[src/rtl/runner_game_ctrl.sv]
// rtl/runner_game_ctrl.sv - segment-runner game core: FSM, tick generator, obstacles, collision, score
module runner_game_ctrl #(
    parameter int          LANES       = 6,
    parameter int          SCORE_W     = 14,
    parameter int          TICK_DIV    = 25000000,
    parameter int          TICK_MIN    = 5000000,
    parameter int          SPEED_STEP  = 1000000,
    parameter int          SPEED_SHIFT = 5,
    parameter int          LIVES       = 3,
    parameter int          HIT_TICKS   = 4,
    parameter logic [15:0] LFSR_SEED   = 16'hACE1
) (
    input  logic               Clk,
    input  logic               Rst,
    input  logic               LoggedIn,
    input  logic               GameButton,
    output logic [LANES-1:0]   FloorBits,
    output logic [LANES-1:0]   CeilingBits,
    output logic               PlayerPos,
    output logic               GameTick,
    output logic [3:0]         GameState,
    output logic [SCORE_W-1:0] GameScore,
    output logic [2:0]         LivesLeft
);

    localparam int PW = $clog2(TICK_DIV + 1);
    localparam int HW = (HIT_TICKS > 1) ? $clog2(HIT_TICKS) : 1;
    localparam logic [SCORE_W-1:0] SPEED_MASK = SCORE_W'((64'd1 << SPEED_SHIFT) - 64'd1);

    typedef enum logic [3:0] {
        ST_IDLE  = 4'd0,
        ST_READY = 4'd1,
        ST_RUN   = 4'd2,
        ST_HIT   = 4'd3,
        ST_OVER  = 4'd4
    } state_t;

    state_t             state_q,   state_d;
    logic [LANES-1:0]   floor_q,   floor_d;
    logic [LANES-1:0]   ceil_q,    ceil_d;
    logic               pos_q,     pos_d;
    logic               tick_q,    tick_d;
    logic [SCORE_W-1:0] score_q,   score_d;
    logic [2:0]         lives_q,   lives_d;
    logic [15:0]        lfsr_q,    lfsr_d;
    logic [PW-1:0]      period_q,  period_d;
    logic [PW-1:0]      cnt_q,     cnt_d;
    logic [HW-1:0]      hit_cnt_q, hit_cnt_d;
    logic               btn_q,     btn_d;

    logic               press;
    logic               running;
    logic               wrap;
    logic [15:0]        lfsr_adv;
    logic               prev_obs;
    logic               new_f;
    logic               new_c;
    logic [LANES-1:0]   floor_sh;
    logic [LANES-1:0]   ceil_sh;
    logic               pos_next;
    logic               hit_now;
    logic [SCORE_W-1:0] score_inc;
    logic               score_sat;
    logic [PW-1:0]      period_dec;

    assign FloorBits   = floor_q;
    assign CeilingBits = ceil_q;
    assign PlayerPos   = pos_q;
    assign GameTick    = tick_q;
    assign GameState   = state_q;
    assign GameScore   = score_q;
    assign LivesLeft   = lives_q;

    // Datapath helpers: press edge, tick wrap, next obstacle column, collision and speed-up values
    always_comb begin
        press    = GameButton & ~btn_q;
        running  = (state_q == ST_RUN) || (state_q == ST_HIT);
        wrap     = running && (cnt_q == period_q - PW'(1));

        // An all-zero LFSR would lock up, so it is reloaded with the seed instead of advancing.
        if (lfsr_q == 16'h0000) begin
            lfsr_adv = LFSR_SEED;
        end else begin
            lfsr_adv = {lfsr_q[14:0], lfsr_q[15] ^ lfsr_q[13] ^ lfsr_q[12] ^ lfsr_q[10]};
        end

        // The newest column sits at LANES-1; an obstacle there forces an empty column next.
        prev_obs = floor_q[LANES-1] | ceil_q[LANES-1];
        new_f    = 1'b0;
        new_c    = 1'b0;
        if (!prev_obs) begin
            case (lfsr_q[1:0])
                2'b10:   new_f = 1'b1;
                2'b11:   new_c = 1'b1;
                default: begin
                    new_f = 1'b0;
                    new_c = 1'b0;
                end
            endcase
        end
        floor_sh = {new_f, floor_q[LANES-1:1]};
        ceil_sh  = {new_c, ceil_q[LANES-1:1]};

        // A press landing on the tick edge moves the player before the collision test.
        pos_next = pos_q ^ press;
        hit_now  = pos_next ? ceil_sh[0] : floor_sh[0];

        score_inc = score_q + SCORE_W'(1);
        score_sat = &score_q;

        if (32'(period_q) >= 32'(TICK_MIN + SPEED_STEP)) begin
            period_dec = period_q - PW'(SPEED_STEP);
        end else begin
            period_dec = PW'(TICK_MIN);
        end
    end

    // Next-state logic for the game FSM and all registered outputs
    always_comb begin
        state_d   = state_q;
        floor_d   = floor_q;
        ceil_d    = ceil_q;
        pos_d     = pos_q;
        tick_d    = 1'b0;
        score_d   = score_q;
        lives_d   = lives_q;
        lfsr_d    = lfsr_q;
        period_d  = period_q;
        cnt_d     = cnt_q;
        hit_cnt_d = hit_cnt_q;
        btn_d     = GameButton;

        // The tick counter only runs while a game is in play; OVER holds it.
        if (running) begin
            cnt_d = wrap ? '0 : cnt_q + PW'(1);
        end

        case (state_q)
            ST_IDLE: begin
                if (LoggedIn) begin
                    state_d  = ST_READY;
                    floor_d  = '0;
                    ceil_d   = '0;
                    score_d  = '0;
                    lives_d  = 3'(LIVES);
                    period_d = PW'(TICK_DIV);
                    pos_d    = 1'b0;
                    cnt_d    = '0;
                end
            end
            ST_READY: begin
                if (press) begin
                    state_d = ST_RUN;
                    cnt_d   = '0;
                end
            end
            ST_RUN: begin
                pos_d = pos_next;
                if (wrap) begin
                    tick_d  = 1'b1;
                    floor_d = floor_sh;
                    ceil_d  = ceil_sh;
                    lfsr_d  = lfsr_adv;
                    if (hit_now) begin
                        lives_d = lives_q - 3'd1;
                        if (lives_q == 3'd1) begin
                            state_d = ST_OVER;
                        end else begin
                            state_d    = ST_HIT;
                            hit_cnt_d  = '0;
                            floor_d[0] = 1'b0;
                            ceil_d[0]  = 1'b0;
                        end
                    end else if (!score_sat) begin
                        score_d = score_inc;
                        if ((score_inc & SPEED_MASK) == '0) begin
                            period_d = period_dec;
                        end
                    end
                end
            end
            ST_HIT: begin
                if (wrap) begin
                    tick_d = 1'b1;
                    if (hit_cnt_q == HW'(HIT_TICKS - 1)) begin
                        state_d = ST_RUN;
                    end else begin
                        hit_cnt_d = hit_cnt_q + HW'(1);
                    end
                end
            end
            ST_OVER: begin
                if (press) begin
                    state_d  = ST_READY;
                    floor_d  = '0;
                    ceil_d   = '0;
                    score_d  = '0;
                    lives_d  = 3'(LIVES);
                    period_d = PW'(TICK_DIV);
                    pos_d    = 1'b0;
                    cnt_d    = '0;
                end
            end
            default: begin
                state_d = ST_IDLE;
            end
        endcase

        // Logout overrides everything, including a tick landing on the same edge.
        if (!LoggedIn) begin
            state_d   = ST_IDLE;
            floor_d   = '0;
            ceil_d    = '0;
            score_d   = '0;
            lives_d   = '0;
            pos_d     = 1'b0;
            tick_d    = 1'b0;
            lfsr_d    = lfsr_q;
            period_d  = PW'(TICK_DIV);
            cnt_d     = '0;
            hit_cnt_d = '0;
        end
    end

    // State registers with asynchronous active-low reset
    always_ff @(posedge Clk or negedge Rst) begin
        if (!Rst) begin
            state_q   <= ST_IDLE;
            floor_q   <= '0;
            ceil_q    <= '0;
            pos_q     <= 1'b0;
            tick_q    <= 1'b0;
            score_q   <= '0;
            lives_q   <= '0;
            lfsr_q    <= LFSR_SEED;
            period_q  <= PW'(TICK_DIV);
            cnt_q     <= '0;
            hit_cnt_q <= '0;
            btn_q     <= 1'b0;
        end else begin
            state_q   <= state_d;
            floor_q   <= floor_d;
            ceil_q    <= ceil_d;
            pos_q     <= pos_d;
            tick_q    <= tick_d;
            score_q   <= score_d;
            lives_q   <= lives_d;
            lfsr_q    <= lfsr_d;
            period_q  <= period_d;
            cnt_q     <= cnt_d;
            hit_cnt_q <= hit_cnt_d;
            btn_q     <= btn_d;
        end
    end

endmodule

[config.mk]
export PLATFORM = sky130hd
export DESIGN_NAME = runner_game_ctrl
export DESIGN_NICKNAME = d
export VERILOG_FILES = /design/src/rtl/runner_game_ctrl.sv
export SDC_FILE = /design/constraint.sdc
export NUM_CORES = 1
export LEC_CHECK = 0
export ABC_CLOCK_PERIOD_IN_PS = 7800
export CAP_MARGIN = 10
export CELL_PAD_IN_SITES_DETAIL_PLACEMENT = 1
export CELL_PAD_IN_SITES_GLOBAL_PLACEMENT = 1
export CORE_MARGIN = 5
export CORE_UTILIZATION = 51
export CTS_BUF_LIST = sky130_fd_sc_hd__clkbuf_4 sky130_fd_sc_hd__clkbuf_8
export DETAILED_ROUTE_END_ITERATION = 7
export GPL_TIMING_DRIVEN = 0
export PLACE_DENSITY_LB_ADDON = 0.2
export SETUP_SLACK_MARGIN = 0.15
export SLEW_MARGIN = 5
export SYNTH_ARGS = -nofsm -noshare
export SYNTH_HDL_FRONTEND = slang
export SYNTH_SLANG_ARGS = --single-unit
[constraint.sdc]
create_clock -name Clk -period 7.8 [get_ports Clk]
set_input_delay 0.78 -clock Clk [delete_from_list [all_inputs] [get_ports Clk]]
set_output_delay 0.78 -clock Clk [all_outputs]
set_load 0.01 [all_outputs]
After elaboration in Yosys (flattened, before gate mapping). Index checks and enable logic that the tools add are counted.

Flip-flop bits (word level): 104. Latch bits: 0. Memory bits (writable): 0. Memory bits (read-only): 0. Input bits: 4. Output and inout bits: 35. Memories: 0.

Add/subtract/negate cells: 6. Multiply operators: 0. Divide/modulo/power cells: 0. Order comparisons: 1. Equality and inequality tests: 22. Shift operators: 0. Muxes and demuxes: 63. Bitwise logic cells: 7. Reduce and logical (&&, ||, !) cells: 16.

Operator list (count): $mux 25 (11); $pmux 25 s3 (1); $mux 14 (5); $pmux 25 s2 (1); $pmux 14 s3 (1); $pmux 6 s3 (2); $mux 6 (5); $mux 4 (7); $ne 3x3->1 const B (9); $add 25x1->25 const B (1); $eq 25x25->1 (1); $ge 25x23->1 const B (1); $sub 25x1->25 const B (1); $sub 25x20->25 const B (1); $pmux 4 s5 (1); $reduce_and 6->1 (3); $logic_not 16->1 (1); $mux 16 (1); $mux 3 (5); $add 14x1->14 const B (1); $logic_not 14->1 (1); $mux 1 (14); $reduce_and 14->1 (1); $mux 2 (6); 25 further kinds (34).

Depth between registers and ports, before layout.
Depth after elaboration: 8. Depth in mapped cells: 13. Mapped depth without buffers: 10.

Least setup slack after synthesis. OpenSTA, ideal clock, no wires.

Kind: flip-flop to flip-flop. From: register period_q[17]. To: register period_q[18]. Setup time: 75 ps. Arrival time: 3639 ps. Setup slack: 4086 ps. Stages on the path, launching flop included: 13. Buffers on the path: 4. Cells stage by stage: dfrtp_1 -> clkbuf_1 -> nor4_1 -> nand4_1 -> xnor2_1 -> or4_1 -> or4_1 -> buf_2 -> or4_1 -> buf_2 -> buf_6 -> a22oi_1 -> a2bb2oi_1.

Longest elaborated chain between the ends: 8. Elaborated cells on any way between the ends: 14. Those cells by class: add/sub: 2; order compare: 1; eq/ne: 2; mux: 7; reduce/logical: 2.

Ends and longest elaborated chain: from (decl) (line 46) `logic [PW-1:0] period_q, period_d;`; from (signal assigned) (line 236) `period_q <= PW'(TICK_DIV);`; from (signal assigned) (line 249) `period_q <= period_d;`; $sub 25x20->25 or $ge 25x23->1 (tied branches) (line 112, 111); $mux 25 (line 111) `if (32'(period_q) >= 32'(TICK_MIN + SPEED_STEP)) begin`; $mux 25 (line 176) `if ((score_inc & SPEED_MASK) == '0) begin`; $mux 25 (line 174) `end else if (!score_sat) begin`; $mux 25 (line 164) `if (hit_now) begin`; $mux 25 (line 159) `if (wrap) begin`; $pmux 25 s3 (line 138) `case (state_q)`; $mux 25 (line 210) `if (!LoggedIn) begin`.

Parallel ways exist; a longest one is shown, timed or not. The select of a mux whose other input is x is not followed. A chain may end at the register's enable or synchronous reset.

Worst setup path after layout.
From: register period_q[6]. To: register cnt_q[19].

Longest elaborated chain between the ends: 8.

Ends and longest elaborated chain: $sub 25x1->25 * (line 78) `wrap = running && (cnt_q == period_q - PW'(1));`; $eq 25x25->1 * (line 78); $logic_and 1x1->1 * (line 78); $mux 25 * (line 135) `cnt_d = wrap ? '0 : cnt_q + PW'(1);`; $mux 25 * (line 134) `if (running) begin`; $mux 25 (line 152, 193); $pmux 25 s2 * (line 138); $mux 25 * (line 210); net cnt_d[19] (line 47) `logic [PW-1:0] cnt_q, cnt_d;`; to (signal assigned) (line 250) `cnt_q <= cnt_d;`; to (decl) (line 47).

The timed path passes the listed nets; every way through them passes the cells marked *.

==> results.py <==
metrics = {
    "run_status": {
        "status": "finished, final reports clean",
    },
    "timing": {
        "setup_violations": 0,
        "fin_tns_setup_ns": 0,
        "finalCritPeriodShare": 0.623,
        "tightest_slew_ns": 1.01,
        "slew_viol_final": 0,
        "finClkSkew_ns": 0.0152,
        "finalHoldViolCount": 0,
        "max_freq_ghz": 0.206,
        "layout_setup_ws_ns": 2.94,
        "rsz0062_at_grt": "no",
        "fin_crit_ns": 4.86,
        "worst_slew_margin_rel": 0.320,
    },
    "layout": {
        "drive_gt1_frac": 0.0892,
        "layout_commonest_cell": "nor2_1",
        "area_growth_pct": 12.9,
        "final_cell_mix": "nor2_1 (87), dfrtp_1 (77), nand2_1 (53)",
        "utilization": 0.582,
        "nets": 713,
        "antenna_cells": 0,
    },
    "power": {
        "clock_power_share": 0.341,
        "seq_power_share": 0.553,
        "peakVddDrop_v": 0.000102,
        "p_comb_frac": 0.106,
        "power.density_mw_per_mm2": 143,
        "p_int_mw": 0.667,
        "power.leakage_nw": 2.58,
        "p_sw_frac": 0.289,
        "switching_power_mw": 0.272,
    },
    "clock_network": {
        "cts_tree": "done",
        "cts_resized": 0,
        "htree_levels": 3,
        "cts_made_buffers": 9,
        "cts_setup_buffers": 0,
        "cts_hold_repair.buffers": 0,
        "root_buffer": "clkbuf_8",
        "clock_path_buffers": 2,
        "cts_num_sinks": 97,
        "cts.clk_slew.worst_paths_ns": 0.10,
        "clk_latency_ns": 0.39,
    },
    "setup_path": {
        "rr_worst_depth": 12,
        "startpoint_type": "register",
        "cp-end-kind": "register",
        "path_max_fanout": 10,
        "r2r-end": "cnt_q[19]",
        "critPathArrivalTime_ns": 5.12,
        "r2r_slack_ns": 2.94,
        "worstReg2RegStart": "period_q[6]",
        "cp.required_ns": 8.06,
        "worstSetupPathType": "register to register",
    },
    "yosys": {
        "syn_area_sq_mm": 0.00581,
        "synthArstFlopShare": 1.00,
        "ys_warn_count": 0,
        "ys_types": 65,
        "synth_top_area_share": 0.332,
        "ys_ff_latch": 97,
        "synth_enable_flop_cells": 0,
        "yosys-top-cells-area": "dfrtp_1 (33%), dfstp_2 (9.0%), nor2_1 (5.6%), xnor2_1 (4.2%), nand2_1 (3.4%)",
        "synthCells": 653,
        "synth-main-ff-cell": "dfrtp_1",
        "avgSynthCellArea_sq_um": 8.90,
        "synth.net_count": 665,
        "ys_seq_area_frac": 0.422,
        "synth.largest_area_cell": "dfrtp_1",
    },
    "drt": {
        "routed_wl_um": 17200,
        "drtIter0Drc": 338,
        "avgViaCountPerCell": 6.29,
        "drc_errors": 0,
        "wl_per_cell_um": 20.3,
        "drtAntennaViolNets": 0,
        "dr.pass1.iters": 4,
        "vias": 5339,
    },
    "floorplan": {
        "coreArea_sq_mm": 0.0113,
        "ios": 39,
        "die_area_sq_mm": 0.0136,
        "die-height_um": 117,
        "rows": 39,
        "start_util": 0.515,
        "die_x_um": 117,
    },
    "global_routing": {
        "antenna_found_initial": 0,
        "grt_pass1_vias": 5675,
        "grt_pass1_wl_um": 28700,
        "grt_overflow_total": 0,
        "grt_max_degree": 60,
        "grt_usage": 0.268,
    },
    "place": {
        "place_ws_ns": 2.97,
        "io_buffers": 36,
        "hpwl_um": 12600,
        "place_congestion": 0.874,
    },
    "worst_hold_path": {
        "hold_class": "input pin to async pin",
    },
    "job": {
        "cap_violations": 0,
    },
}
-- synth_stat cells (9+ instances only) --
cell and count:
xor2_1 20, nand2b_1 12, dfstp_2 20, inv_1 12
or4_1 12, o31ai_1 10, nor3_1 16, nor4_1 15
nor2_1 87, o21ai_0 21, a21oi_1 36, and3_1 11
o211ai_1 9, nand4_1 14, a22o_1 10, nand2_1 53
xnor2_1 28, dfrtp_1 77, nand3_1 20, clkbuf_1 32
-- how the worst max path moves through the flow --
stage / cells after the start / to / slack (ns) / startpoint
floorplan: 12 / period_q[18] / 4.09 / period_q[17]
global placement: 1 / FloorBits[2] / 2.25 / Rst
detailed placement: 12 / cnt_q[4] / 2.97 / period_q[6]
CTS: 12 / cnt_q[15] / 2.99 / period_q[6]
global route: 11 / cnt_q[11] / 2.62 / period_q[17]
finish: 12 / cnt_q[19] / 2.94 / period_q[6]
-- power by group through the flow --
stage	registers (mW)	clock network [mW]	logic, mW
finish	0.519	0.320	0.0999
global route	0.520	0.353	0.110
CTS	0.519	0.329	0.0998
detailed placement	0.528	0	0.0988
global placement	0.528	0	0.0920
floorplan	0.528	0	0.0560
-- registers in the layout, summed over array words and instances (netlist names) --
| name | cells |
|---|---|
| cnt_q | 25 |
| period_q | 19 |
| lfsr_q | 16 |
| GameScore | 14 |
| CeilingBits | 6 |
| FloorBits | 6 |
| GameState | 3 |
| LivesLeft | 3 |
| hit_cnt_q | 2 |
| GameTick | 1 |
| PlayerPos | 1 |
| btn_q | 1 |
-- layer usage --
metal / vias to the layer above / GRT usage / part of all wire
met3: 48 / 0.0415 / 0.046
met5: - / 0 / 0
met1: 2671 / 0.324 / 0.41
met2: 163 / 0.467 / 0.51
li1: 2457 / - / -
met4: 0 / 0.123 / 0.032
-- critical path, cell delays in order (launching register included) --
cell	delay, ns
dfstp_2	0.40
inv_1	0.13
ha_1	0.31
nor4b_1	0.63
nand4_1	0.21
xnor2_1	0.19
or4_1	0.55
nor4_1	0.79
nand2_1	0.26
clkbuf_1	0.30
o211ai_1	0.41
clkbuf_1	0.43
nor2_1	0.12
-- logic make-up (layout without fill, tap and decap cells) --
logic type | Yosys count | in the layout | synth area share
xor+xnor | 48 | 48 | 0.0724
fa+ha+maj | 9 | 9 | 0.0189
flops | 97 | 97 | 0.422
compound gates | 143 | 143 | 0.165
simple gates | 285 | 285 | 0.253
mux | 15 | 15 | 0.0280
other cells | 1 | 1 | 0.000645
buf+inv | 55 | 108 | 0.0396
-- layout make-up --
type                       count  area, sq um
sequential                    97         2450
clock inverter                 6         51.3
tap                          143          179
multi-input combinational    501         3130
buffer                        42          181
clock buffer                  10          131
inverter                      13         48.8
timing repair buffer          37          385
fill                        1329         4710
-- through the flow --
stage | hold WS, ns | std cells | power [mW] | area (sq um)
after floorplan | 0.465 | 653 | 0.584 | 5810
after global placement | 0.484 | 832 | 0.620 | 6350
after detailed placement | 0.490 | 833 | 0.627 | 6370
after CTS | 0.374 | 849 | 0.947 | 6560
after global routing | 0.397 | 849 | 0.983 | 6560
final | 0.368 | 849 | 0.939 | 6560
Power figures use the tool's default switching activity.
